### src/rtl/alu_pkg.sv
// Shared opcodes, flag bit positions and sequencer state encoding for the ALU command sequencer.
package alu_pkg;

    localparam int unsigned OP_W    = 4;
    localparam int unsigned FLAG_W  = 4;
    localparam int unsigned SHAMT_W = 5;
    localparam int unsigned CNT_W   = 16;

    localparam logic [OP_W-1:0] OP_ADD  = 4'd0;
    localparam logic [OP_W-1:0] OP_SUB  = 4'd1;
    localparam logic [OP_W-1:0] OP_AND  = 4'd2;
    localparam logic [OP_W-1:0] OP_OR   = 4'd3;
    localparam logic [OP_W-1:0] OP_XOR  = 4'd4;
    localparam logic [OP_W-1:0] OP_XNOR = 4'd5;
    localparam logic [OP_W-1:0] OP_NOR  = 4'd6;
    localparam logic [OP_W-1:0] OP_NAND = 4'd7;
    localparam logic [OP_W-1:0] OP_SLL  = 4'd8;
    localparam logic [OP_W-1:0] OP_SRL  = 4'd9;
    localparam logic [OP_W-1:0] OP_SRA  = 4'd10;
    localparam logic [OP_W-1:0] OP_SLT  = 4'd11;
    localparam logic [OP_W-1:0] OP_SLTU = 4'd12;
    localparam logic [OP_W-1:0] OP_SEQ  = 4'd13;
    localparam logic [OP_W-1:0] OP_SNE  = 4'd14;
    localparam logic [OP_W-1:0] OP_RSVD = 4'd15;

    localparam int unsigned CF = 3;
    localparam int unsigned NF = 2;
    localparam int unsigned VF = 1;
    localparam int unsigned ZF = 0;

    typedef enum logic [1:0] {
        IDLE = 2'd0,
        EXEC = 2'd1,
        RESP = 2'd2
    } state_e;

endpackage

### src/rtl/alu_32.sv
// Combinational ALU: result plus {cout, neg, overflow, zero}; the adder runs for every opcode.
module alu_32
    import alu_pkg::*;
#(
    parameter int unsigned W = 32
) (
    input  logic [OP_W-1:0]   op,
    input  logic [W-1:0]      a,
    input  logic [W-1:0]      b,
    output logic [W-1:0]      y_c,
    output logic [FLAG_W-1:0] flags_c
);

    logic               is_sub;
    logic [W-1:0]       b_eff;
    logic [W:0]         sum;
    logic [SHAMT_W-1:0] shamt;
    logic               ovf;

    always_comb begin
        is_sub = (op == OP_SUB);
        b_eff  = is_sub ? ~b : b;
        sum    = {1'b0, a} + {1'b0, b_eff} + (W+1)'(is_sub);
        shamt  = b[SHAMT_W-1:0];
        // Signed overflow of a + b_eff (+1): same input signs, different result sign.
        ovf    = (a[W-1] == b_eff[W-1]) && (sum[W-1] != a[W-1]);

        y_c = '0;
        case (op)
            OP_ADD, OP_SUB: y_c = sum[W-1:0];
            OP_AND:         y_c = a & b;
            OP_OR:          y_c = a | b;
            OP_XOR:         y_c = a ^ b;
            OP_XNOR:        y_c = ~(a ^ b);
            OP_NOR:         y_c = ~(a | b);
            OP_NAND:        y_c = ~(a & b);
            OP_SLL:         y_c = a << shamt;
            OP_SRL:         y_c = a >> shamt;
            OP_SRA:         y_c = $unsigned($signed(a) >>> shamt);
            OP_SLT:         y_c = W'($signed(a) < $signed(b));
            OP_SLTU:        y_c = W'(a < b);
            OP_SEQ:         y_c = W'(a == b);
            OP_SNE:         y_c = W'(a != b);
            default:        y_c = '0;
        endcase

        flags_c = '0;
        if (op == OP_RSVD) begin
            flags_c[ZF] = 1'b1;
        end else begin
            flags_c[CF] = sum[W];
            flags_c[NF] = y_c[W-1];
            flags_c[VF] = (op == OP_ADD || op == OP_SUB) && ovf;
            flags_c[ZF] = (y_c == '0);
        end
    end

endmodule

### src/rtl/alu_cmd_seq.sv
// Command sequencer: accept one ALU command, execute from a flop register file, write back, respond.
module alu_cmd_seq
    import alu_pkg::*;
#(
    parameter int unsigned W    = 32,
    parameter int unsigned NREG = 8,
    localparam int unsigned IW  = $clog2(NREG)
) (
    input  logic              clk,
    input  logic              rst_n,
    input  logic              cmd_valid,
    output logic              cmd_ready,
    input  logic [OP_W-1:0]   cmd_op,
    input  logic [IW-1:0]     cmd_rd,
    input  logic [IW-1:0]     cmd_rs1,
    input  logic [IW-1:0]     cmd_rs2,
    input  logic              cmd_use_imm,
    input  logic [W-1:0]      cmd_imm,
    output logic              rsp_valid,
    input  logic              rsp_ready,
    output logic [W-1:0]      rsp_data,
    output logic [FLAG_W-1:0] rsp_flags,
    output logic [IW-1:0]     rsp_rd,
    output logic              rsp_err,
    output logic [CNT_W-1:0]  cmd_count
);

    logic [1:0]        rst_sync_q;
    logic              rst_sync_n;
    state_e            state_q, state_d;
    logic              accept_c;
    logic              wb_en_c;
    logic [OP_W-1:0]   op_q;
    logic [IW-1:0]     rd_q;
    logic              err_q;
    logic [W-1:0]      a_q, b_q;
    logic [W-1:0]      rs1_val_c, rs2_val_c;
    logic [W-1:0]      alu_y_c;
    logic [FLAG_W-1:0] alu_flags_c;
    logic [W-1:0]      regs_q [NREG];

    // Assert asynchronously, release two clock edges after rst_n rises.
    always_ff @(posedge clk or negedge rst_n) begin
        if (!rst_n) rst_sync_q <= '0;
        else        rst_sync_q <= {rst_sync_q[0], 1'b1};
    end
    assign rst_sync_n = rst_sync_q[1];

    always_ff @(posedge clk or negedge rst_sync_n) begin
        if (!rst_sync_n) state_q <= IDLE;
        else             state_q <= state_d;
    end

    always_comb begin
        state_d  = state_q;
        accept_c = 1'b0;
        case (state_q)
            IDLE: if (cmd_valid) begin
                accept_c = 1'b1;
                state_d  = EXEC;
            end
            EXEC: state_d = RESP;
            RESP: if (rsp_ready) state_d = IDLE;
            default: state_d = IDLE;
        endcase
    end

    assign cmd_ready = rst_sync_n && (state_q == IDLE);
    assign rsp_valid = (state_q == RESP);

    assign rs1_val_c = (cmd_rs1 == '0) ? '0 : regs_q[cmd_rs1];
    assign rs2_val_c = (cmd_rs2 == '0) ? '0 : regs_q[cmd_rs2];
    assign wb_en_c   = (state_q == EXEC) && !err_q && (rd_q != '0);

    always_ff @(posedge clk or negedge rst_sync_n) begin
        if (!rst_sync_n) begin
            for (int i = 0; i < NREG; i++) regs_q[i] <= '0;
        end else if (wb_en_c) begin
            regs_q[rd_q] <= alu_y_c;
        end
    end

    // Operands are captured at accept so EXEC never sees later register updates.
    always_ff @(posedge clk or negedge rst_sync_n) begin
        if (!rst_sync_n) begin
            op_q  <= '0;
            rd_q  <= '0;
            err_q <= 1'b0;
            a_q   <= '0;
            b_q   <= '0;
        end else if (accept_c) begin
            op_q  <= cmd_op;
            rd_q  <= cmd_rd;
            err_q <= (cmd_op == OP_RSVD);
            a_q   <= rs1_val_c;
            b_q   <= cmd_use_imm ? cmd_imm : rs2_val_c;
        end
    end

    alu_32 #(.W(W)) u_alu (
        .op      (op_q),
        .a       (a_q),
        .b       (b_q),
        .y_c     (alu_y_c),
        .flags_c (alu_flags_c)
    );

    always_ff @(posedge clk or negedge rst_sync_n) begin
        if (!rst_sync_n) begin
            rsp_data  <= '0;
            rsp_flags <= '0;
            rsp_rd    <= '0;
            rsp_err   <= 1'b0;
        end else if (state_q == EXEC) begin
            rsp_data  <= alu_y_c;
            rsp_flags <= alu_flags_c;
            rsp_rd    <= rd_q;
            rsp_err   <= err_q;
        end
    end

    always_ff @(posedge clk or negedge rst_sync_n) begin
        if (!rst_sync_n)                       cmd_count <= '0;
        else if (accept_c && cmd_count != '1)  cmd_count <= cmd_count + CNT_W'(1);
    end

endmodule

### config.mk
export PLATFORM = sky130hd
export DESIGN_NAME = alu_cmd_seq
export DESIGN_NICKNAME = d
export VERILOG_FILES = /design/src/rtl/alu_pkg.sv /design/src/rtl/alu_32.sv /design/src/rtl/alu_cmd_seq.sv
export SDC_FILE = /design/constraint.sdc
export NUM_CORES = 1
export LEC_CHECK = 0
export CORE_MARGIN = 3
export CORE_UTILIZATION = 28
export DETAILED_ROUTE_END_ITERATION = 12
export SETUP_SLACK_MARGIN = 0.15
export SLEW_MARGIN = 30
export SYNTH_ARGS = -nofsm -noshare
export SYNTH_HDL_FRONTEND = slang
export SYNTH_SLANG_ARGS = --single-unit
export TNS_END_PERCENT = 10
### constraint.sdc
create_clock -name clk -period 13.74 [get_ports clk]
set_input_delay 1.374 -clock clk [delete_from_list [all_inputs] [get_ports clk]]
set_output_delay 1.374 -clock clk [all_outputs]
set_load 0.005 [all_outputs]
==> impl_metrics.json <==
{
  "regToRegSetupSlack_ns": 8.23,
  "routed_wl_um": 104000,
  "status": "completed",
  "min_period_ns": 5.51,
  "synth.area.top_cells": "dfrtp_1 (33%), mux4_2 (6.9%), ha_1 (6.2%)",
  "tightestPinTransition_ns": 1.04,
  "dr.pass1.iters": 6,
  "grt_usage_pct": 19.7,
  "ys_top_cells_by_count": "nand2_1 (393), dfrtp_1 (356), nor2_1 (290)",
  "worstPathArrival_ns": 5.94,
  "wl_per_cell_um": 24.1,
  "clk_path_buf_depth": 3,
  "num_antenna_cells": 0,
  "synth_ff_type": "dfrtp_1",
  "root_buffer": "clkbuf_16",
  "grt_setup_unrepaired": "no",
  "synth_edf_count": 0,
  "fp.dieH_um": 318,
  "clock_latency_ns": 0.55,
  "syn-cell-area_um2": 27200,
  "synthesis.nets": 3266,
  "pre_cts_slack_ns": 8.37,
  "cellInternalPower_mw": 4.06,
  "die-area_um2": 101000,
  "hp-class": "register to async pin",
  "ys_types": 101,
  "clkPwrFrac_pct": 13.1,
  "final-max-slew-violation-count": 0,
  "cp-end-kind": "register",
  "post_cts_buffers": 0,
  "antenna_found_initial": 1,
  "cts_hold_buffers": 0,
  "fmax_mhz": 182,
  "power_frac_seq_pct": 24.0,
  "drive_above_1_share_pct": 13.8,
  "io_pins": 108,
  "fin_tns_setup_ns": 0,
  "syn_inst": 3081,
  "ant_nets": 0,
  "overflow": 0,
  "pwr-share-comb_pct": 62.9,
  "htreeDepth": 2,
  "final_cell_count_no_fill": 4328,
  "core_area_um2": 95700,
  "synth_top_area_share_pct": 32.7,
  "cp-startpoint": "op_q[0]$_DFFE_PN0P_",
  "grt_pass1_vias": 23300,
  "drt_first_iter_violations": 2617,
  "synthToLayoutAreaGrowth_pct": 12.4,
  "critPathLaunchType": "register",
  "vias": 24400,
  "viasPerCell": 5.64,
  "initial_core_util_pct": 28.5,
  "ys_warn_count": 0,
  "drc": 0,
  "pwr_density_cell_nw_per_um2": 276,
  "cts_buffers": 38,
  "setup_viol": 0,
  "grt_pass1_wl_um": 155000,
  "cts_tree": "built",
  "power_mw": 8.45,
  "nNetsFinal": 3220,
  "clock-sinks": 356,
  "cp_max_fo": 59,
  "critical_path_class": "register to register",
  "syn_avg_cell_area_um2": 8.84,
  "r2r_cells": 16,
  "ir_worst_vdd_uv": 122,
  "io_buffer_count": 107,
  "finalHoldViolations": 0,
  "setup_ws_ns": 8.23,
  "netSwitchingPower_mw": 4.39,
  "r2r-end": "rsp_flags[0]$_DFFE_PN0N_",
  "timing.rr.start": "op_q[0]$_DFFE_PN0P_",
  "yosysTopAreaCell": "dfrtp_1",
  "num_rows": 113,
  "switching_share_pct": 51.9,
  "fin_skew_ns": 0.0364,
  "fp.dieW_um": 318,
  "hpwlAfterDp_um": 72700,
  "synth.most_common_cell": "nand2_1",
  "critical_path_required_ns": 14.18,
  "min_period_over_period_pct": 40.1,
  "cts_resized": 0,
  "synth-seq-cells": 356,
  "async_reset_ff_share_pct": 100,
  "grt_max_degree": 160,
  "slew_headroom_pct": 30.5,
  "p_leak_nw": 12.7,
  "fin_util_pct": 32.0,
  "cap_violations": 0,
  "gp_congestion": 0.995,
  "ys_seq_area_share_pct": 32.7,
  "dp.cells": 4259,
  "clkTransAtPathRegs_ns": 0.07
}
[stage by stage]
stage | instance area (µm²) | hold WS, ns
after global routing | 30600 | 0.343
final | 30600 | 0.311
after global placement | 29200 | 0.323
after CTS | 30600 | 0.333
after floorplan | 27200 | 0.331
after detailed placement | 29300 | 0.326
[cells in the final DEF (no fill, tap or decap), types with 8 or more instances in the layout]
cell and n:
clkbuf_16 38, and3_1 10, a31oi_1 12, or3_1 10, a211o_1 11, a211oi_1 54, mux2_2 138, and2_1 8
dfrtp_1 349, mux4_2 83, a21o_1 8, a22oi_1 79, o21a_1 9, nor2b_1 23, o211ai_1 35, xor2_1 28
nor4_1 8, mux2i_1 118, o221ai_1 14, nand3_1 37, o21ai_0 267, xnor2_1 62, buf_4 64, nor2_1 288
clkbuf_8 11, o22ai_1 33, ha_1 134, a221oi_1 12, inv_1 86, nand2_1 391, nor3_1 42, clkdlybuf4s50_1 100
nand2b_1 15, nand4_1 29, a21oi_1 256
[worst max-delay path by stage]
stage	end	slack, ns
2_1_floorplan	a_q[0]$_DFFE_PN0P_	3.07
3_3_place_gp	rsp_flags[0]$_DFFE_PN0N_	8.36
3_5_place_dp	rsp_flags[0]$_DFFE_PN0N_	8.37
4_1_cts	rsp_flags[0]$_DFFE_PN0N_	8.36
5_1_grt	rsp_flags[0]$_DFFE_PN0N_	8.04
6_report	rsp_flags[0]$_DFFE_PN0N_	8.23
[power by group through the flow]
stage / registers (mW) / logic [mW] / clock network, mW
2_1_floorplan: 1.75 / 3.67 / 0
3_3_place_gp: 2.00 / 5.13 / 0
3_5_place_dp: 2.02 / 5.18 / 0
4_1_cts: 2.01 / 5.20 / 1.13
5_1_grt: 2.08 / 5.72 / 1.17
6_report: 2.03 / 5.32 / 1.11
[per-layer routing]
layer	vias up	share of wire (%)	global-route usage, %
met3	205	8.8	3.42
li1	11100	-	-
met1	11900	44	28.1
met5	-	0	0
met2	1187	44	30.3
met4	0	3.3	5.98
[state kept, by name, indices dropped and copies added, names as in the netlist, 2 cells and up]
signal      count
rst_sync_q      2
rd_q            3
state_q         2
op_q            4
a_q            32
rsp_data       32
rsp_flags       4
cmd_count      16
regs_q        224
b_q            32
rsp_rd          3
[logic make-up after synthesis]
kind of cell / share of synthesized area [%]
other: 0.0138
buffers and inverters: 5.70
flip-flops: 32.7
XOR/XNOR: 2.89
AND/OR/NAND/NOR: 14.8
AO/OA/AOI/OAI: 20.6
adder cells (fa/ha/maj): 6.23
multiplexers: 17.1
[area by class of cell]
type / count / area [µm²]
fill: 10000 / 65100
multi-input combinational: 2379 / 16900
sequential: 356 / 8930
tap: 1265 / 1580
timing repair buffer: 172 / 1560
clock buffer: 53 / 1120
inverter: 88 / 330
clock inverter: 15 / 219
[critical path, stage by stage (launching register included)]
cell,delay [ns]
dfrtp_4,0.85
nor4b_4,0.31
buf_4,0.53
xnor2_1,0.22
inv_1,0.08
fa_1,0.40
nor2b_1,0.21
o2111ai_1,0.21
a2111oi_1,0.53
buf_4,0.23
o21bai_1,0.06
a21oi_1,0.32
xor2_1,0.11
a21oi_1,0.66
and2_1,0.24
nand4_1,0.11
o41ai_2,0.28
No activity file was read; power rests on OpenSTA's default activity.
